--- config.mk ---
export PLATFORM = sky130hd
export DESIGN_NAME = wb_stage
export DESIGN_NICKNAME = d
export VERILOG_FILES = /design/src/rtl/wb_pkg.sv /design/src/rtl/wb_stage_vec_lane_assembler.sv /design/src/rtl/wb_stage.sv
export SDC_FILE = /design/constraint.sdc
export NUM_CORES = 1
export LEC_CHECK = 0
export BUFFER_PORTS_ARGS = -buffer_cell sky130_fd_sc_hd__buf_2
export CAP_MARGIN = 20
export CORE_MARGIN = 5
export CORE_UTILIZATION = 50
export DETAILED_ROUTE_END_ITERATION = 12
export PLACE_DENSITY = 0.77
export SLEW_MARGIN = 20
export SYNTH_ARGS = -nofsm -noshare
export SYNTH_HDL_FRONTEND = slang
export SYNTH_HIERARCHICAL = 1
export SYNTH_SLANG_ARGS = --single-unit
--- constraint.sdc ---
create_clock -name clk -period 3 [get_ports clk]
set_input_delay 0.9 -clock clk [delete_from_list [all_inputs] [get_ports clk]]
set_output_delay 0.9 -clock clk [all_outputs]
set_load 0.05 [all_outputs]
--- src/rtl/wb_pkg.sv ---
// Writeback stage shared types: result kinds, FSM states, gather timeout.
// Imported by wb_stage and vec_lane_assembler.
package wb_pkg;

  typedef enum logic [1:0] {
    INT_ALU  = 2'd0,
    VEC_ALU  = 2'd1,
    SCL_LOAD = 2'd2,
    VEC_LOAD = 2'd3
  } result_kind_e;

  typedef enum logic [1:0] {
    S_IDLE   = 2'd0,
    S_GATHER = 2'd1,
    S_COMMIT = 2'd2,
    S_HALT   = 2'd3
  } wb_state_e;

  localparam int GATHER_TIMEOUT = 15;

endpackage

--- src/rtl/wb_stage_vec_lane_assembler.sv ---
// Element-serial lane assembler: lane counter, element storage, done pulse.
// Ports: i_clr clears, i_en+i_vld stores a lane, o_vec_nxt/o_done for commit.
module vec_lane_assembler
  import wb_pkg::*;
#(
  parameter int VECT_SIZE = 8,
  parameter int ELEM_SIZE = 8,
  parameter int CW        = $clog2(VECT_SIZE)
) (
  input  logic                         clk,
  input  logic                         rst_n,
  input  logic                         i_clr,
  input  logic                         i_en,
  input  logic                         i_vld,
  input  logic [ELEM_SIZE-1:0]         i_elem,
  input  logic [CW-1:0]                i_last,
  output logic [VECT_SIZE*ELEM_SIZE-1:0] o_vec_nxt,
  output logic                         o_done
);

  logic [CW-1:0]                r_cnt;
  logic [VECT_SIZE*ELEM_SIZE-1:0] r_vec;
  logic                         w_beat;

  assign w_beat = i_en && i_vld;
  assign o_done = w_beat && (r_cnt == i_last);

  // Storage with the incoming lane already merged, so the final beat
  // can be committed on the same edge that captures it.
  always_comb begin
    o_vec_nxt = r_vec;
    o_vec_nxt[r_cnt*ELEM_SIZE +: ELEM_SIZE] = i_elem;
  end

  always_ff @(posedge clk or negedge rst_n) begin
    if (!rst_n) begin
      r_cnt <= '0;
      r_vec <= '0;
    end else if (i_clr) begin
      r_cnt <= '0;
      r_vec <= '0;
    end else if (w_beat) begin
      r_cnt <= r_cnt + 1'b1;
      r_vec <= o_vec_nxt;
    end
  end

endmodule

--- src/rtl/wb_stage.sv ---
// Writeback stage: ALU results and gathered loads to int/vec RF write ports.
// Optional macro WB_GATHER_TIMEOUT_EN aborts a stalled gather.
module wb_stage
  import wb_pkg::*;
#(
  parameter int REGI_BITS = 4,
  parameter int VECT_BITS = 2,
  parameter int REGI_SIZE = 16,
  parameter int VECT_SIZE = 8,
  parameter int ELEM_SIZE = 8
) (
  input  logic                         clk,
  input  logic                         rst_n,
  input  logic                         valid_i,
  input  logic [1:0]                   kind_i,
  input  logic                         end_i,
  input  logic [REGI_BITS-1:0]         int_dst_i,
  input  logic [VECT_BITS-1:0]         vec_dst_i,
  input  logic [REGI_SIZE-1:0]         int_res_i,
  input  logic [ELEM_SIZE*VECT_SIZE-1:0] vec_res_i,
  input  logic                         mem_vld_i,
  input  logic [ELEM_SIZE-1:0]         mem_elem_i,
  output logic                         int_we_o,
  output logic [REGI_BITS-1:0]         int_wa_o,
  output logic [REGI_SIZE-1:0]         int_wd_o,
  output logic                         vec_we_o,
  output logic [VECT_BITS-1:0]         vec_wa_o,
  output logic [ELEM_SIZE*VECT_SIZE-1:0] vec_wd_o,
  output logic                         stall_o,
  output logic                         halted_o,
  output logic                         err_o
);

  localparam int CW = $clog2(VECT_SIZE);

  wb_state_e                    r_state;
  logic                         r_is_vec;
  logic                         r_end;
  logic [REGI_BITS-1:0]         r_ld_ia;
  logic [VECT_BITS-1:0]         r_ld_va;
  logic [ELEM_SIZE*VECT_SIZE-1:0] w_vec_nxt;
  logic                         w_done;
  logic                         w_gather;
  logic [CW-1:0]                w_last;

  assign stall_o  = (r_state != S_IDLE);
  assign w_gather = (r_state == S_GATHER);
  assign w_last   = r_is_vec ? CW'(VECT_SIZE-1) : '0;

  vec_lane_assembler #(
    .VECT_SIZE (VECT_SIZE),
    .ELEM_SIZE (ELEM_SIZE)
  ) u_asm (
    .clk       (clk),
    .rst_n     (rst_n),
    .i_clr     (!w_gather),
    .i_en      (w_gather),
    .i_vld     (mem_vld_i),
    .i_elem    (mem_elem_i),
    .i_last    (w_last),
    .o_vec_nxt (w_vec_nxt),
    .o_done    (w_done)
  );

`ifdef WB_GATHER_TIMEOUT_EN
  logic [3:0] r_idle;
  logic       w_tmo;
  assign w_tmo = w_gather && !mem_vld_i
              && (r_idle == 4'(GATHER_TIMEOUT-1));

  always_ff @(posedge clk or negedge rst_n) begin
    if (!rst_n)
      r_idle <= '0;
    else if (!w_gather || mem_vld_i || w_tmo)
      r_idle <= '0;
    else
      r_idle <= r_idle + 1'b1;
  end
`else
  logic w_tmo;
  assign w_tmo = 1'b0;
`endif

  always_ff @(posedge clk or negedge rst_n) begin
    if (!rst_n) begin
      r_state  <= S_IDLE;
      r_is_vec <= 1'b0;
      r_end    <= 1'b0;
      r_ld_ia  <= '0;
      r_ld_va  <= '0;
      int_we_o <= 1'b0;
      int_wa_o <= '0;
      int_wd_o <= '0;
      vec_we_o <= 1'b0;
      vec_wa_o <= '0;
      vec_wd_o <= '0;
      halted_o <= 1'b0;
      err_o    <= 1'b0;
    end else begin
      int_we_o <= 1'b0;
      vec_we_o <= 1'b0;
      if (valid_i && stall_o)
        err_o <= 1'b1;
      if (mem_vld_i && (r_state == S_IDLE || r_state == S_COMMIT))
        err_o <= 1'b1;
      unique case (r_state)
        S_IDLE: begin
          if (valid_i) begin
            unique case (result_kind_e'(kind_i))
              INT_ALU: begin
                int_we_o <= 1'b1;
                int_wa_o <= int_dst_i;
                int_wd_o <= int_res_i;
              end
              VEC_ALU: begin
                vec_we_o <= 1'b1;
                vec_wa_o <= vec_dst_i;
                vec_wd_o <= vec_res_i;
              end
              SCL_LOAD, VEC_LOAD: begin
                r_ld_ia  <= int_dst_i;
                r_ld_va  <= vec_dst_i;
                r_is_vec <= kind_i[0];
              end
            endcase
            // Loads defer the halt until their commit.
            r_end <= end_i;
            if (kind_i[1])
              r_state <= S_GATHER;
            else if (end_i) begin
              r_state  <= S_HALT;
              halted_o <= 1'b1;
            end
          end
        end
        S_GATHER: begin
          if (w_tmo) begin
            r_state <= S_IDLE;
            err_o   <= 1'b1;
          end else if (w_done) begin
            r_state <= S_COMMIT;
            if (r_is_vec) begin
              vec_we_o <= 1'b1;
              vec_wa_o <= r_ld_va;
              vec_wd_o <= w_vec_nxt;
            end else begin
              int_we_o <= 1'b1;
              int_wa_o <= r_ld_ia;
              int_wd_o <= REGI_SIZE'(w_vec_nxt[ELEM_SIZE-1:0]);
            end
          end
        end
        S_COMMIT: begin
          if (r_end) begin
            r_state  <= S_HALT;
            halted_o <= 1'b1;
          end else
            r_state <= S_IDLE;
        end
        S_HALT: r_state <= S_HALT;
      endcase
    end
  end

endmodule
* Word-level counts from Yosys, hierarchy flattened
Index checks and enable logic that the tools add are counted.
Operators by class: $add $sub $neg 2, equality and inequality tests 18, shift-type cells 2, mux-type cells 49, reduce and logical (&&, ||, !) cells 18
Operator list (number):
- $mux 64 | 6
- $pmux 64 s2 | 1
- $bwmux 64 | 1
- $mux 16 | 4
- $shift 8x34->64 const A | 1
- $shiftx 8x34->64 | 1
- $neg 6->34 | 1
- $pmux 16 s2 | 1
- $mux 2 | 9
- $mux 4 | 4
- $ne 2x2->1 const B | 8
- $reduce_and 5->1 | 3
- $mux 1 | 14
- $mux 3 | 3
- $eq 2x2->1 const B | 4
- $pmux 2 s4 | 1
- $pmux 4 s2 | 1
- $reduce_bool 2->1 | 4
- $pmux 1 s2 | 3
- $reduce_and 3->1 | 2
- $eq 2x1->1 const B | 2
- $logic_and 1x1->1 | 4
- $logic_not 2->1 | 2
- $ne 2x1->1 const B | 2
- 7 further kinds | 7
Storage, ports and cells: register bits 167, input port bits 101, output and inout bits 91, logic and storage cells 104

* Longest topological paths before layout
Gate-level depths: netlist of run 1.
word-level depth 6, gate-level depth with buffers 12, gate-level depth less buffers 8

* By module
Netlist of run 1, hierarchy kept.
By module, submodules not included:
- wb_stage | instances 1, cells an instance 331, area an instance 4874.7 sq um, seq. area each 2502.4 sq um
- vec_lane_assembler | instances 1, cells an instance 415, area an instance 4269.1 sq um, seq. area each 1676.6 sq um

* Worst setup path after synthesis of run 1
No wires, ideal clock.
kind register to register, start register u_asm.r_cnt[0], end register vec_wd_o[32], library setup time 0.125 ns, arrival time 3.007 ns, required time 2.875 ns, setup slack -0.131 ns, cell stages (with the launch flop) 13, buffers on the path 4, period minus slack after synthesis 3.131 ns, path through dfrtp_1 buf_2 buf_2 inv_1 ha_1 ha_1 buf_2 nand2b_1 or4_4 buf_6 mux2_4 mux2_2 mux2_2
Between the ends: longest elaborated chain between the ends 6, elaborated cells between the ends (all ways) 11, classes of those cells add/sub (1); eq/ne (2); shift (2); mux (4); reduce/logical (2)
RTL lines:
- from (decl) | line wb_stage_vec_lane_assembler.sv:21 | logic [CW-1:0] r_cnt;
- from (signal assigned) | line wb_stage_vec_lane_assembler.sv:43 | r_cnt <= r_cnt + 1'b1;
- $neg 6->34 * | line wb_stage_vec_lane_assembler.sv:32 | o_vec_nxt[r_cnt*ELEM_SIZE +: ELEM_SIZE] = i_elem;
- $shiftx 8x34->64 or $shift 8x34->64 (tied branches) | line wb_stage_vec_lane_assembler.sv:32
- $bwmux 64 * | line wb_stage_vec_lane_assembler.sv:32
- named net w_vec_nxt[32] | line wb_stage.sv:41 | logic [ELEM_SIZE*VECT_SIZE-1:0] w_vec_nxt;
- $mux 64 * | line wb_stage.sv:142 | if (r_is_vec) begin
- $mux 64 * | line wb_stage.sv:140 | end else if (w_done) begin
- $pmux 64 s2 * | line wb_stage.sv:106 | unique case (r_state)
- to (signal assigned) | line wb_stage.sv:118 | vec_wd_o <= vec_res_i;
- to (signal assigned) | line wb_stage.sv:145 | vec_wd_o <= w_vec_nxt;
- to (decl) | line wb_stage.sv:28 | output logic [ELEM_SIZE*VECT_SIZE-1:0] vec_wd_o,
Mark *: on every way through the listed nets, which the timed path passes. The rest lies on a longest branch. The select of a mux whose other input is x is not followed. A chain may end at the register's enable or synchronous reset.

* Final worst setup path of run 1
start register u_asm.r_cnt[0], end register vec_wd_o[34]
The elaborated chain is that of the path after synthesis.

==> qor.csv, run 1 <==
metric,value,unit
Root Driver,clkbuf_16,
drt first-iter violations,317,
Leak Pwr,5.41,nW
Worst-path clk slew,0.06,ns
Fill cells,1474,
"antenna viol nets, final",0,
Worst setup EP type,flip-flop,
core area,0.0180,mm^2
Die ar.,0.0211,mm^2
later-pin clock latency in the skew report,0.43,ns
drt wl/cell,18.8,um
CP arrival,3.03,ns
initial antenna violation count,0,
RSZ-0062 raised after global routing,no,
Die Y,145,um
Layout area overhead,21.0,%
total power divided by cell area,1000,mW/mm^2
htree depth,4,
total wire length,22200,um
TritonCTS Buffers,17,
Crit path required time,3.31,ns
final-report hold violation count,0,
met1 Use GR,26.8,%
grt met3 use,5.11,%
Syn Nets,851,
Final setup viols,0,
first-pass GRT wire length,35800,um
"most common cell after layout, fill and taps aside",buf_2,
Die X,145,um
"commonest non-fill, non-tap cells in the layout","190 x buf_2, 174 x mux2_2, 167 x dfrtp_1",
num ports,192,
Yosys cell types,52,
vias post-DR,6320,
Post-synth EDFFs,0,
crit path max fanout,8,
total power,0.0111,W
status,completed,
synthesized instance count,746,
number of port buffers,191,
fin util,61.6,%
multi-input logic area,0.00468,mm^2
Final nets,1041,
"Primary FF master, synth",dfrtp_1,
grt ovf,0,
Syn. warnings,6,
Starting Density,50.9,%
synthesized area,0.00914,mm^2
layout cell share with drive strength beyond 1,51.3,%
GRT Total Usage,20.9,%
hpwl dp,15500,um
clk_skew,0.00686,ns
post-synth top area share,45.7,%
Startpoint Class,flip-flop,
DR DRC count,0,
Final Slew Violations,0,
GPL Wtd Cong,0.840,
area taken by flip-flops and latches,0.00418,mm^2
"flops & latches, synth",167,
"area leader, netlist",dfrtp_1,
max_slew headroom,34.6,%
fmax,368,MHz
critical path type,reg2reg,
Max VDD drop,0.543,mV
Hold WC Path Type,in2async,
max-cap viol count,0,
Area contributors post-synth,"dfrtp_1 46%, mux2_2 21%, mux2_4 6.1%",
"Period Utilization, post-route",90.6,%
worst-margin pin slew,0.981,ns
post-route minimum period,2.72,ns
number of core rows,49,
First-pass DRT Iterations,5,
reg2reg path depth,8,
"Hold-fix buffers, CTS",0,
"Async S/R FF share, synth",100,%
cts repair resizes,0,
mean number of vias per cell,5.37,
postcts setup bufs,0,
Avg Inst Size Synth,12.3,um^2
# diodes,0,
total clock sinks,167,
met2 Usage GRT,35.4,%
largest net degree at the start of global routing,109,
gr busiest metal,met2,
Longest Clk Path Bufs,2,
sequential area share after synthesis,45.7,%
vias in the first global route,6732,
CTS tree,done,
Setup TNS,0,ns
registers in the layout (all words and copies together), names as in the netlist:
register	count
int_wd_o	16
vec_wa_o	2
r_end	1
r_ld_va	2
r_ld_ia	4
halted_o	1
u_asm/r_vec	64
vec_we_o	1
r_is_vec	1
r_state	2
int_wa_o	4
int_we_o	1
err_o	1
u_asm/r_cnt	3
vec_wd_o	64
per-layer routing:
metal  wire (um)  vias up  part of all wire [%]
met3        1100       24                   4.9
met4         282        0                   1.3
met2       11100      156                    50
li1            -     3009                     -
met1        9660     3131                    44
met5           0        -                     0
stage by stage:
stage               instance area (um^2)  std cells  setup slack, ns  hold slack [ns]
CTS                                11100       1178            0.289            0.463
global route                       11100       1178            0.204            0.490
floorplan                           9150        746           0.0329            0.475
global placement                   10400       1146            0.406            0.465
detailed placement                 10400       1146            0.323            0.467
finish                             11100       1178            0.282            0.454
critical path, stage by stage, from the launching register on:
cell and delay, ns:
dfrtp_1 0.36, inv_1 0.05, ha_1 0.21, ha_1 0.39, nand2b_1 0.15, or4_4 0.56, mux2_4 0.33, mux2_2 0.27
mux2_2 0.26
power breakdown:
part | leakage (nW) | switching (W) | internal (W)
Combinational | 2.86 | 0.00359 | 0.00191
Clock | 0.309 | 0.000934 | 0.00143
Sequential | 2.24 | 0.000343 | 0.00288
final timing paths:
check,startpoint,to,slack [ns]
max,u_asm/r_cnt[0],vec_wd_o[34],0.28
min,rst_n,vec_wd_o[50],0.45
max reg2reg,u_asm/r_cnt[0],vec_wd_o[34],0.28
min reg2reg,err_o,err_o,0.48
max in group asynchronous,rst_n,r_ld_ia[1],1.84
min in group clk,err_o,err_o,0.48
layout make-up:
cell class	count	area share [%]
clock buffer	18	3.97
clock inverter	14	1.78
timing repair buffer	218	11.0
multi-input combinational	517	42.4
inverter	15	0.532
sequential	167	37.8
tap	229	2.59
cells in the mapped netlist, types with 2 or more instances:
library cell	number
mux2i_1	54
or2_2	8
clkbuf_1	21
dfrtp_1	167
buf_2	19
a21oi_1	12
nand3b_1	3
nor2_1	6
nand2_1	37
nor2b_1	11
ha_1	4
mux2_4	37
nor2_2	2
buf_6	6
nor3b_1	8
nand2b_1	66
inv_1	14
nand4_1	8
nor4_4	2
nor3_2	2
xnor2_1	2
nand4bb_1	2
mux2_2	174
and2_1	8
o21ai_0	43
xor2_1	3
mux2_1	2
logic make-up (layout without fill, tap and decap cells):
| group | Yosys count | after routing | share of synthesized area [%] |
|---|---|---|---|
| multiplexers | 267 | 267 | 33.7 |
| AND/OR/NAND/NOR | 180 | 180 | 12.7 |
| flip-flops | 167 | 167 | 45.7 |
| buffers and inverters | 62 | 265 | 3.33 |
| AO/OA/AOI/OAI | 61 | 61 | 3.61 |
| XOR/XNOR | 5 | 5 | 0.479 |
| adder cells (fa/ha/maj) | 4 | 4 | 0.547 |
No activity file was read; power rests on OpenSTA's default activity.
==> inputs of run 2 (changes only) <==
Settings changed: REMOVE_ABC_BUFFERS from default to 1.
==> run 2 against run 1 <==
Compared with the run above: via count about the same; clock skew is 0.00065 ns lower; sequential share of layout area about the same; maximum frequency shrank 1.4%; global-route usage down 0.53 points; final cell count fell by 0.17%; final area is essentially flat; critical path type unchanged; critical endpoint is now vec_wd_o[36].
==> qor.csv, run 2 (synthesized netlist as in run 1, its figures left out) <==
metric,value,unit
CP arrival,3.07,ns
post-route minimum period,2.76,ns
hpwl dp,14300,um
Worst setup EP type,flip-flop,
htree depth,4,
num ports,192,
"antenna viol nets, final",0,
DR DRC count,0,
TritonCTS Buffers,17,
number of core rows,49,
GPL Wtd Cong,0.760,
fin worst setup slack,0.244,ns
drt first-iter violations,322,
vias in the first global route,6776,
Worst path max stage delay,0.57,ns
layout cell share with drive strength beyond 1,51.1,%
max-cap viol count,0,
CP bufs+invs,1,
initial antenna violation count,0,
critical path type,reg2reg,
max_slew headroom,36.6,%
"most common cell after layout, fill and taps aside",buf_2,
First-pass DRT Iterations,4,
crit path max fanout,8,
Longest Clk Path Bufs,2,
first-pass GRT wire length,35300,um
# diodes,0,
fmax,363,MHz
total wire length,21300,um
RSZ-0062 raised after global routing,no,
worst-margin pin slew,0.951,ns
Worst-path clk slew,0.06,ns
later-pin clock latency in the skew report,0.43,ns
Hold WC Path Type,in2async,
Starting Density,50.9,%
drt wl/cell,18.1,um
Leak Pwr,5.40,nW
Final nets,1040,
Die Y,145,um
largest net degree at the start of global routing,109,
Max VDD drop,0.599,mV
vias post-DR,6321,
"Slowest-stage cell, CP",or4_4,
Layout area overhead,20.9,%
status,completed,
GRT Total Usage,20.3,%
grt ovf,0,
number of port buffers,191,
"commonest non-fill, non-tap cells in the layout","190 x buf_2, 174 x mux2_2, 167 x dfrtp_1",
CP cell instances,"inv_1, ha_1, ha_1, nand2b_1, or4_4, mux2_4, mux2_2, mux2_2",
Startpoint Class,flip-flop,
total clock sinks,167,
Crit path max-delay family,multiplexers,
Finished Cell Area,0.0111,mm^2
"Hold-fix buffers, CTS",0,
Crit path required time,3.31,ns
Die X,145,um
Root Driver,clkbuf_16,
CTS tree,done,
Die ar.,0.0211,mm^2
R2R setup slack,0.24,ns
mean number of vias per cell,5.38,
final-report hold violation count,0,
Setup TNS,0,ns
clk_skew,0.00622,ns
non-filler instance count after layout,1176,
Largest regs,"u_asm/r_vec x64, vec_wd_o x64, int_wd_o x16",
Final Slew Violations,0,
Setup WS pre-CTS,0.282,ns
"Period Utilization, post-route",91.9,%
cts repair resizes,0,
placed insts,1145,
Final setup viols,0,
Fill cells,1455,
core area,0.0180,mm^2
final hold slack,0.445,ns
postcts setup bufs,0,
total power divided by cell area,998,mW/mm^2
DP Area,0.0104,mm^2
run 2: stage by stage:
step	total power (W)	util [%]
2_1_floorplan	0.00740	-
3_3_place_gp	0.00868	58.1
3_5_place_dp	0.00876	58.1
4_1_cts	0.0111	61.6
5_1_grt	0.0116	61.6
6_report	0.0110	61.6
run 2: report_power, final:
part           leakage [nW]  internal, W  switching (W)
sequential             2.24      0.00288       0.000339
combinational          2.86      0.00193        0.00354
clock                 0.295      0.00144       0.000912
run 2: area by class of cell:
cell class,instances,area (um^2),share of cell area (%)
Inverter,15,58.8,0.532
Clock inverter,11,173,1.56
Multi-Input combinational cell,517,4680,42.4
Timing Repair Buffer,217,1220,11.0
Sequential cell,167,4180,37.8
Clock buffer,20,457,4.13
Tap cell,229,287,2.59
run 2: worst paths after layout:
path                       cells after the start               to      startpoint
max reg2reg                                    8     vec_wd_o[36]  u_asm/r_cnt[0]
max in group asynchronous                      2  u_asm/r_vec[11]           rst_n
min                                            1     vec_wd_o[20]           rst_n
max                                            8     vec_wd_o[36]  u_asm/r_cnt[0]
min in group clk                               1         halted_o        halted_o
min reg2reg                                    1         halted_o        halted_o
run 2: per-layer routing:
| layer | vias up | GRT usage, % | wire length, um |
|---|---|---|---|
| met5 | - | 0 | 0 |
| met4 | 0 | 5.55 | 235 |
| met3 | 14 | 4.58 | 1080 |
| met2 | 158 | 34.2 | 10500 |
| met1 | 3146 | 26.6 | 9530 |
| li1 | 3003 | - | - |
